`config.mk`:
```
export PLATFORM = sky130hd
export DESIGN_NAME = video_timing_gen
export DESIGN_NICKNAME = d
export VERILOG_FILES = /design/src/rtl/video_timing_pkg.sv /design/src/rtl/wrap_counter.sv /design/src/rtl/video_timing_gen.sv
export SDC_FILE = /design/constraint.sdc
export NUM_CORES = 1
export LEC_CHECK = 0
export CORE_ASPECT_RATIO = 0.7
export CORE_MARGIN = 2
export CORE_UTILIZATION = 35
export CTS_BUF_LIST = sky130_fd_sc_hd__clkbuf_16
export DETAILED_ROUTE_END_ITERATION = 6
export DONT_BUFFER_PORTS = 1
export GPL_TIMING_DRIVEN = 0
export SETUP_SLACK_MARGIN = 0.3
export SYNTH_ARGS = -nofsm -noshare
export SYNTH_HDL_FRONTEND = slang
export SYNTH_SLANG_ARGS = --single-unit
export TNS_END_PERCENT = 100
```
`constraint.sdc`:
```
create_clock -name clk_25MHz -period 5.2 [get_ports clk_25MHz]
set_input_delay 0.78 -clock clk_25MHz [delete_from_list [all_inputs] [get_ports clk_25MHz]]
set_output_delay 0.78 -clock clk_25MHz [all_outputs]
set_load 0.005 [all_outputs]
```
`src/rtl/video_timing_pkg.sv`:
```
// Shared 640x480@60 timing constants and output helpers for the video pipeline.
package video_timing_pkg;

  // Counters are 10 bits wide, so totals above 1024 are not supported.
  localparam int unsigned CNT_W = 10;

  localparam int unsigned VGA_H_ACTIVE = 640;
  localparam int unsigned VGA_H_FP     = 16;
  localparam int unsigned VGA_H_SYNC   = 96;
  localparam int unsigned VGA_H_BP     = 48;
  localparam int unsigned VGA_V_ACTIVE = 480;
  localparam int unsigned VGA_V_FP     = 10;
  localparam int unsigned VGA_V_SYNC   = 2;
  localparam int unsigned VGA_V_BP     = 33;

  localparam int unsigned VGA_H_TOTAL = VGA_H_ACTIVE + VGA_H_FP + VGA_H_SYNC + VGA_H_BP;
  localparam int unsigned VGA_V_TOTAL = VGA_V_ACTIVE + VGA_V_FP + VGA_V_SYNC + VGA_V_BP;

  // Map an internal "sync active" flag onto the configured pin polarity.
  function automatic logic sync_level(input logic active, input logic pol);
    return active ? pol : ~pol;
  endfunction

endpackage

```
`src/rtl/wrap_counter.sv`:
```
// Modulo-N up counter with synchronous clear, enable and terminal-count flag.
module wrap_counter #(
  parameter int unsigned Modulus = 800,
  parameter int unsigned Width   = 10
) (
  input  logic             i_clk,
  input  logic             i_clr,
  input  logic             i_en,
  output logic [Width-1:0] o_count,
  output logic             o_tc
);

  localparam logic [Width-1:0] Last = Width'(Modulus - 1);

  logic [Width-1:0] r_count;
  logic [Width-1:0] w_count_d;

  assign o_tc    = (r_count == Last);
  assign o_count = r_count;

  // Next count: advance when enabled, wrapping to zero after the terminal value.
  always_comb begin
    w_count_d = r_count;
    if (i_en) begin
      w_count_d = o_tc ? '0 : r_count + Width'(1);
    end
  end

  // Count register; clear wins over enable.
  always_ff @(posedge i_clk) begin
    if (i_clr) begin
      r_count <= '0;
    end else begin
      r_count <= w_count_d;
    end
  end

endmodule

```
`src/rtl/video_timing_gen.sv`:
```
// Raster timing generator: pixel/line counters plus registered sync, DE and position outputs.
module video_timing_gen #(
  parameter int unsigned H_ACTIVE = video_timing_pkg::VGA_H_ACTIVE,
  parameter int unsigned H_FP     = video_timing_pkg::VGA_H_FP,
  parameter int unsigned H_SYNC   = video_timing_pkg::VGA_H_SYNC,
  parameter int unsigned H_BP     = video_timing_pkg::VGA_H_BP,
  parameter int unsigned V_ACTIVE = video_timing_pkg::VGA_V_ACTIVE,
  parameter int unsigned V_FP     = video_timing_pkg::VGA_V_FP,
  parameter int unsigned V_SYNC   = video_timing_pkg::VGA_V_SYNC,
  parameter int unsigned V_BP     = video_timing_pkg::VGA_V_BP,
  parameter bit          SYNC_POL = 1'b0
) (
  input  logic       clk_25MHz,
  input  logic       resetn,
  input  logic       locked,
  output logic       hsync,
  output logic       vsync,
  output logic       de,
  output logic [9:0] x,
  output logic [9:0] y,
  output logic       line_start,
  output logic       frame_start
);

  import video_timing_pkg::*;

  localparam int unsigned HTotal = H_ACTIVE + H_FP + H_SYNC + H_BP;
  localparam int unsigned VTotal = V_ACTIVE + V_FP + V_SYNC + V_BP;

  localparam logic [CNT_W-1:0] HActive    = CNT_W'(H_ACTIVE);
  localparam logic [CNT_W-1:0] HSyncFirst = CNT_W'(H_ACTIVE + H_FP);
  localparam logic [CNT_W-1:0] HSyncLast  = CNT_W'(H_ACTIVE + H_FP + H_SYNC - 1);
  localparam logic [CNT_W-1:0] VActive    = CNT_W'(V_ACTIVE);
  localparam logic [CNT_W-1:0] VSyncFirst = CNT_W'(V_ACTIVE + V_FP);
  localparam logic [CNT_W-1:0] VSyncLast  = CNT_W'(V_ACTIVE + V_FP + V_SYNC - 1);

  logic             w_run;
  logic             w_clr;
  logic [CNT_W-1:0] w_hcnt;
  logic [CNT_W-1:0] w_vcnt;
  logic             w_htc;
  logic             w_vtc_unused;

  // Loss of lock behaves exactly like reset: counters and outputs return to idle.
  assign w_run = resetn & locked;
  assign w_clr = ~w_run;

  wrap_counter #(
    .Modulus(HTotal),
    .Width  (CNT_W)
  ) u_hcnt (
    .i_clk  (clk_25MHz),
    .i_clr  (w_clr),
    .i_en   (1'b1),
    .o_count(w_hcnt),
    .o_tc   (w_htc)
  );

  // Lines advance only on the last pixel of a line.
  wrap_counter #(
    .Modulus(VTotal),
    .Width  (CNT_W)
  ) u_vcnt (
    .i_clk  (clk_25MHz),
    .i_clr  (w_clr),
    .i_en   (w_htc),
    .o_count(w_vcnt),
    .o_tc   (w_vtc_unused)
  );

  logic w_de;
  logic w_hs_act;
  logic w_vs_act;
  logic w_ls;
  logic w_fs;

  // Decode the current counter position into raster events.
  always_comb begin
    w_de     = (w_hcnt < HActive) && (w_vcnt < VActive);
    w_hs_act = (w_hcnt >= HSyncFirst) && (w_hcnt <= HSyncLast);
    w_vs_act = (w_vcnt >= VSyncFirst) && (w_vcnt <= VSyncLast);
    w_ls     = (w_hcnt == '0) && (w_vcnt < VActive);
    w_fs     = (w_hcnt == '0) && (w_vcnt == '0);
  end

  logic       r_hsync;
  logic       r_vsync;
  logic       r_de;
  logic [9:0] r_x;
  logic [9:0] r_y;
  logic       r_line_start;
  logic       r_frame_start;

  // Output registers: one cycle behind the counters, idle while reset or unlocked.
  always_ff @(posedge clk_25MHz) begin
    if (!w_run) begin
      r_hsync       <= ~SYNC_POL;
      r_vsync       <= ~SYNC_POL;
      r_de          <= 1'b0;
      r_x           <= '0;
      r_y           <= '0;
      r_line_start  <= 1'b0;
      r_frame_start <= 1'b0;
    end else begin
      r_hsync       <= sync_level(w_hs_act, SYNC_POL);
      r_vsync       <= sync_level(w_vs_act, SYNC_POL);
      r_de          <= w_de;
      r_x           <= w_de ? w_hcnt : '0;
      r_y           <= w_de ? w_vcnt : '0;
      r_line_start  <= w_ls;
      r_frame_start <= w_fs;
    end
  end

  assign hsync       = r_hsync;
  assign vsync       = r_vsync;
  assign de          = r_de;
  assign x           = r_x;
  assign y           = r_y;
  assign line_start  = r_line_start;
  assign frame_start = r_frame_start;

endmodule

```
==> flow_summary.yaml <==
yosys:
  syn_inst: 181
  ys_types: 35
  yosys-top-cells-count: "45 x dfxtp_1, 23 x nor2_1, 20 x and2_1"
  yosysSeqAreaShare_pct: 51.2
  synth_fp_nets: 189
  synth_seq_cells: 45
  synth_area_um2: 1760
  synth_edf_count: 0
  ys.flop_type: "dfxtp_1"
  yosysWarnings: 0
  synth-async-reset-ratio_pct: 0
  synth_top_area_share_pct: 51.2
  yosysMostFrequentCell: "dfxtp_1"
  ys_top_cells_by_area: "dfxtp_1 51%, and2_1 7.1%, nor2_1 4.9%, nand3_1 4.0%, xnor2_1 4.0%"
  syn_area_per_cell_um2: 9.72
  synth_top_cell_by_area: "dfxtp_1"
global_routing:
  track_usage_pct: 12.8
  grt_first_pass_wirelength_um: 5250
  grt_max_degree: 14
  grt_pass1_vias: 1101
  grt-ovfl-total: 0
  antenna_found_initial: 0
setup_path:
  cp_num_cells: 6
  r2r_slack_ps: 3270
  cp_max_fo: 6
  cp-start-kind: "flip-flop"
  cp_slowest_cell: "or4_1"
  crit_required_ps: 5420
  worstPathCellList: "ha_1 -> and3_1 -> clkbuf_1 -> nand4_1 -> or4_1 -> a21oi_1"
  end_kind: "flip-flop"
  regToRegStartpoint: "u_hcnt.o_count[0]"
  crit_path_max_incr_delay_ps: 460
  path_delay_family: "simple AND/OR/NAND/NOR gates"
  r2r_cells: 6
  arrival_ps: 2150
  r2r-end: "u_vcnt.o_count[8]"
  worst-setup-path-type: "flip-flop to flip-flop"
  cp.buffers_inverters: 1
min_path:
  hp-start: "u_hcnt.o_count[0]"
  worstHoldEndpoint: "u_hcnt.o_count[0]"
  holdPathStages: 1
  hold_path_class: "flip-flop to flip-flop"
power_and_ir_drop:
  p_seq_share_pct: 53.4
  ir_drop_uv: 103
  combPwrFrac_pct: 1.6
  power.switching_w: 0.000131
  powerDensity_nw_per_um2: 330
  p_clk_share_pct: 45.0
  intPower_w: 0.000524
  p_leak_nw: 0.715
  switching_share_pct: 20.0
status:
  status: "finished, final reports clean"
sta:
  finalSetupTns_ps: 0
  hold_viol: 0
  timing.final.crit_share_pct: 37.2
  setup_violations: 0
  setup_slack_ps: 3270
  skew_ps: 3.47
  maxSlewHeadroom_pct: 60.6
  worst_slew_pin_slew_ps: 590
  rsz0062_at_grt: "false"
  fmax_mhz: 517
  fin_crit_ps: 1930
  drv_slew: 0
floorplanning:
  dieArea_um2: 5620
  die_h_um: 63.3
  rows: 21
  die_w_um: 88.7
  fp.coreArea_um2: 4810
  initial_core_util_pct: 36.6
  pin_count: 28
job:
  maxCapViolCount: 0
route:
  wl_um: 3150
  drcViolationCount: 0
  post_drt_wl_per_cell_um: 12.2
  vias_per_cell: 4.72
  ant_nets: 0
  drt_iter0_markers: 49
  vias: 1212
  firstDrtPassIters: 4
placement:
  dp_worst_setup_slack_ps: 3220
  io_buffer_count: 0
  dp_cells: 250
  dp_hpwl_um: 2290
  place.gp.congestion: 0.868
cts:
  htree_levels: 2
  clk_pin_slew_ps: 60
  cts_tree: "yes"
  postCtsSetupBuffers: 0
  cts.path.max_buffers: 2
  cts_resized: 0
  cts-hold-fix-buffers: 0
  insertion_delay_ps: 280
  cts_root_buffer: "clkbuf_16"
  cts_buffers: 5
  cts.sinks: 45
layout:
  fill_cells: 468
  seq_area_um2: 901
  area_growth_pct: 12.7
  diodes: 0
  drive_gt1_share_pct: 7.45
  fin_nets: 196
  fin_util_pct: 41.2
  multi_input_area_um2: 788
  instances_no_fill: 257
[stage by stage]
step | hold slack (ps) | total power, W | cell area, um2
detailed placement | 470 | 0.000368 | 1850
global placement | 469 | 0.000368 | 1850
floorplan | 445 | 0.000364 | 1760
finish | 482 | 0.000654 | 1980
CTS | 484 | 0.000662 | 1980
global route | 541 | 0.000681 | 1980
[worst max path at each step]
| stage | startpoint | end | slack [ps] |
|---|---|---|---|
| 2_1_floorplan | u_hcnt.o_count[5] | u_vcnt.o_count[7] | 3460 |
| 3_3_place_gp | u_hcnt.o_count[0] | u_vcnt.o_count[8] | 3260 |
| 3_5_place_dp | resetn | x[6] | 3220 |
| 4_1_cts | u_hcnt.o_count[0] | u_vcnt.o_count[1] | 3270 |
| 5_1_grt | u_hcnt.o_count[0] | u_vcnt.o_count[5] | 3030 |
| 6_report | u_hcnt.o_count[0] | u_vcnt.o_count[8] | 3270 |
[flip-flops by register name, summed over array words and instances, names as in the netlist]
name            cells
vsync               1
line_start          1
hsync               1
de                  1
u_vcnt.o_count     10
u_hcnt.o_count     10
y                  10
x                  10
frame_start         1
[final cells by class]
cell class                      instances  area share, %
Buffer                                  8           2.02
Clock buffer                            5           6.31
Clock inverter                          2          0.568
Inverter                                8           1.52
Multi-Input combinational cell        120           39.8
Sequential cell                        45           45.5
Tap cell                               69           4.36
[logic make-up after synthesis]
| group | after synthesis | share of synthesized area, % |
|---|---|---|
| XOR/XNOR | 13 | 6.47 |
| adder cells (fa/ha/maj) | 5 | 3.56 |
| AO/OA/AOI/OAI | 10 | 3.63 |
| buffers and inverters | 16 | 3.98 |
| flip-flops | 45 | 51.2 |
| AND/OR/NAND/NOR | 88 | 29.2 |
| multiplexers | 3 | 1.71 |
| other | 1 | 0.213 |
[power by group through the flow]
stage / Combinational (W) / Sequential (W) / Clock (W)
floorplan: 0.00000742 / 0.000357 / 0
global placement: 0.0000104 / 0.000357 / 0
detailed placement: 0.0000106 / 0.000357 / 0
CTS: 0.0000106 / 0.000349 / 0.000302
global route: 0.0000123 / 0.000350 / 0.000319
finish: 0.0000105 / 0.000349 / 0.000295
[routing by layer]
metal	part of all wire, %	vias to the layer above	global-route usage (%)
li1	-	624	-
met1	51	547	16.7
met2	38	31	16.2
met3	7.3	10	6.29
met4	3.1	0	8.33
met5	0	-	0
[cells in the final DEF, fill, tap and decap left out, types with 2 or more instances in the layout]
| cell type | instances |
|---|---|
| a21oi_1 | 3 |
| and2_1 | 20 |
| and3_1 | 2 |
| and4_1 | 2 |
| buf_2 | 2 |
| clkbuf_1 | 5 |
| clkbuf_16 | 5 |
| dfxtp_1 | 45 |
| ha_1 | 5 |
| inv_1 | 8 |
| mux2i_1 | 3 |
| nand2_1 | 4 |
| nand3_1 | 14 |
| nand4_1 | 4 |
| nor2_1 | 23 |
| nor3_1 | 3 |
| nor3_2 | 2 |
| nor4_1 | 4 |
| nor4b_1 | 2 |
| o21ai_0 | 2 |
| o21bai_1 | 2 |
| xnor2_1 | 8 |
| xor2_1 | 5 |
(Power assumes the default switching activity.)
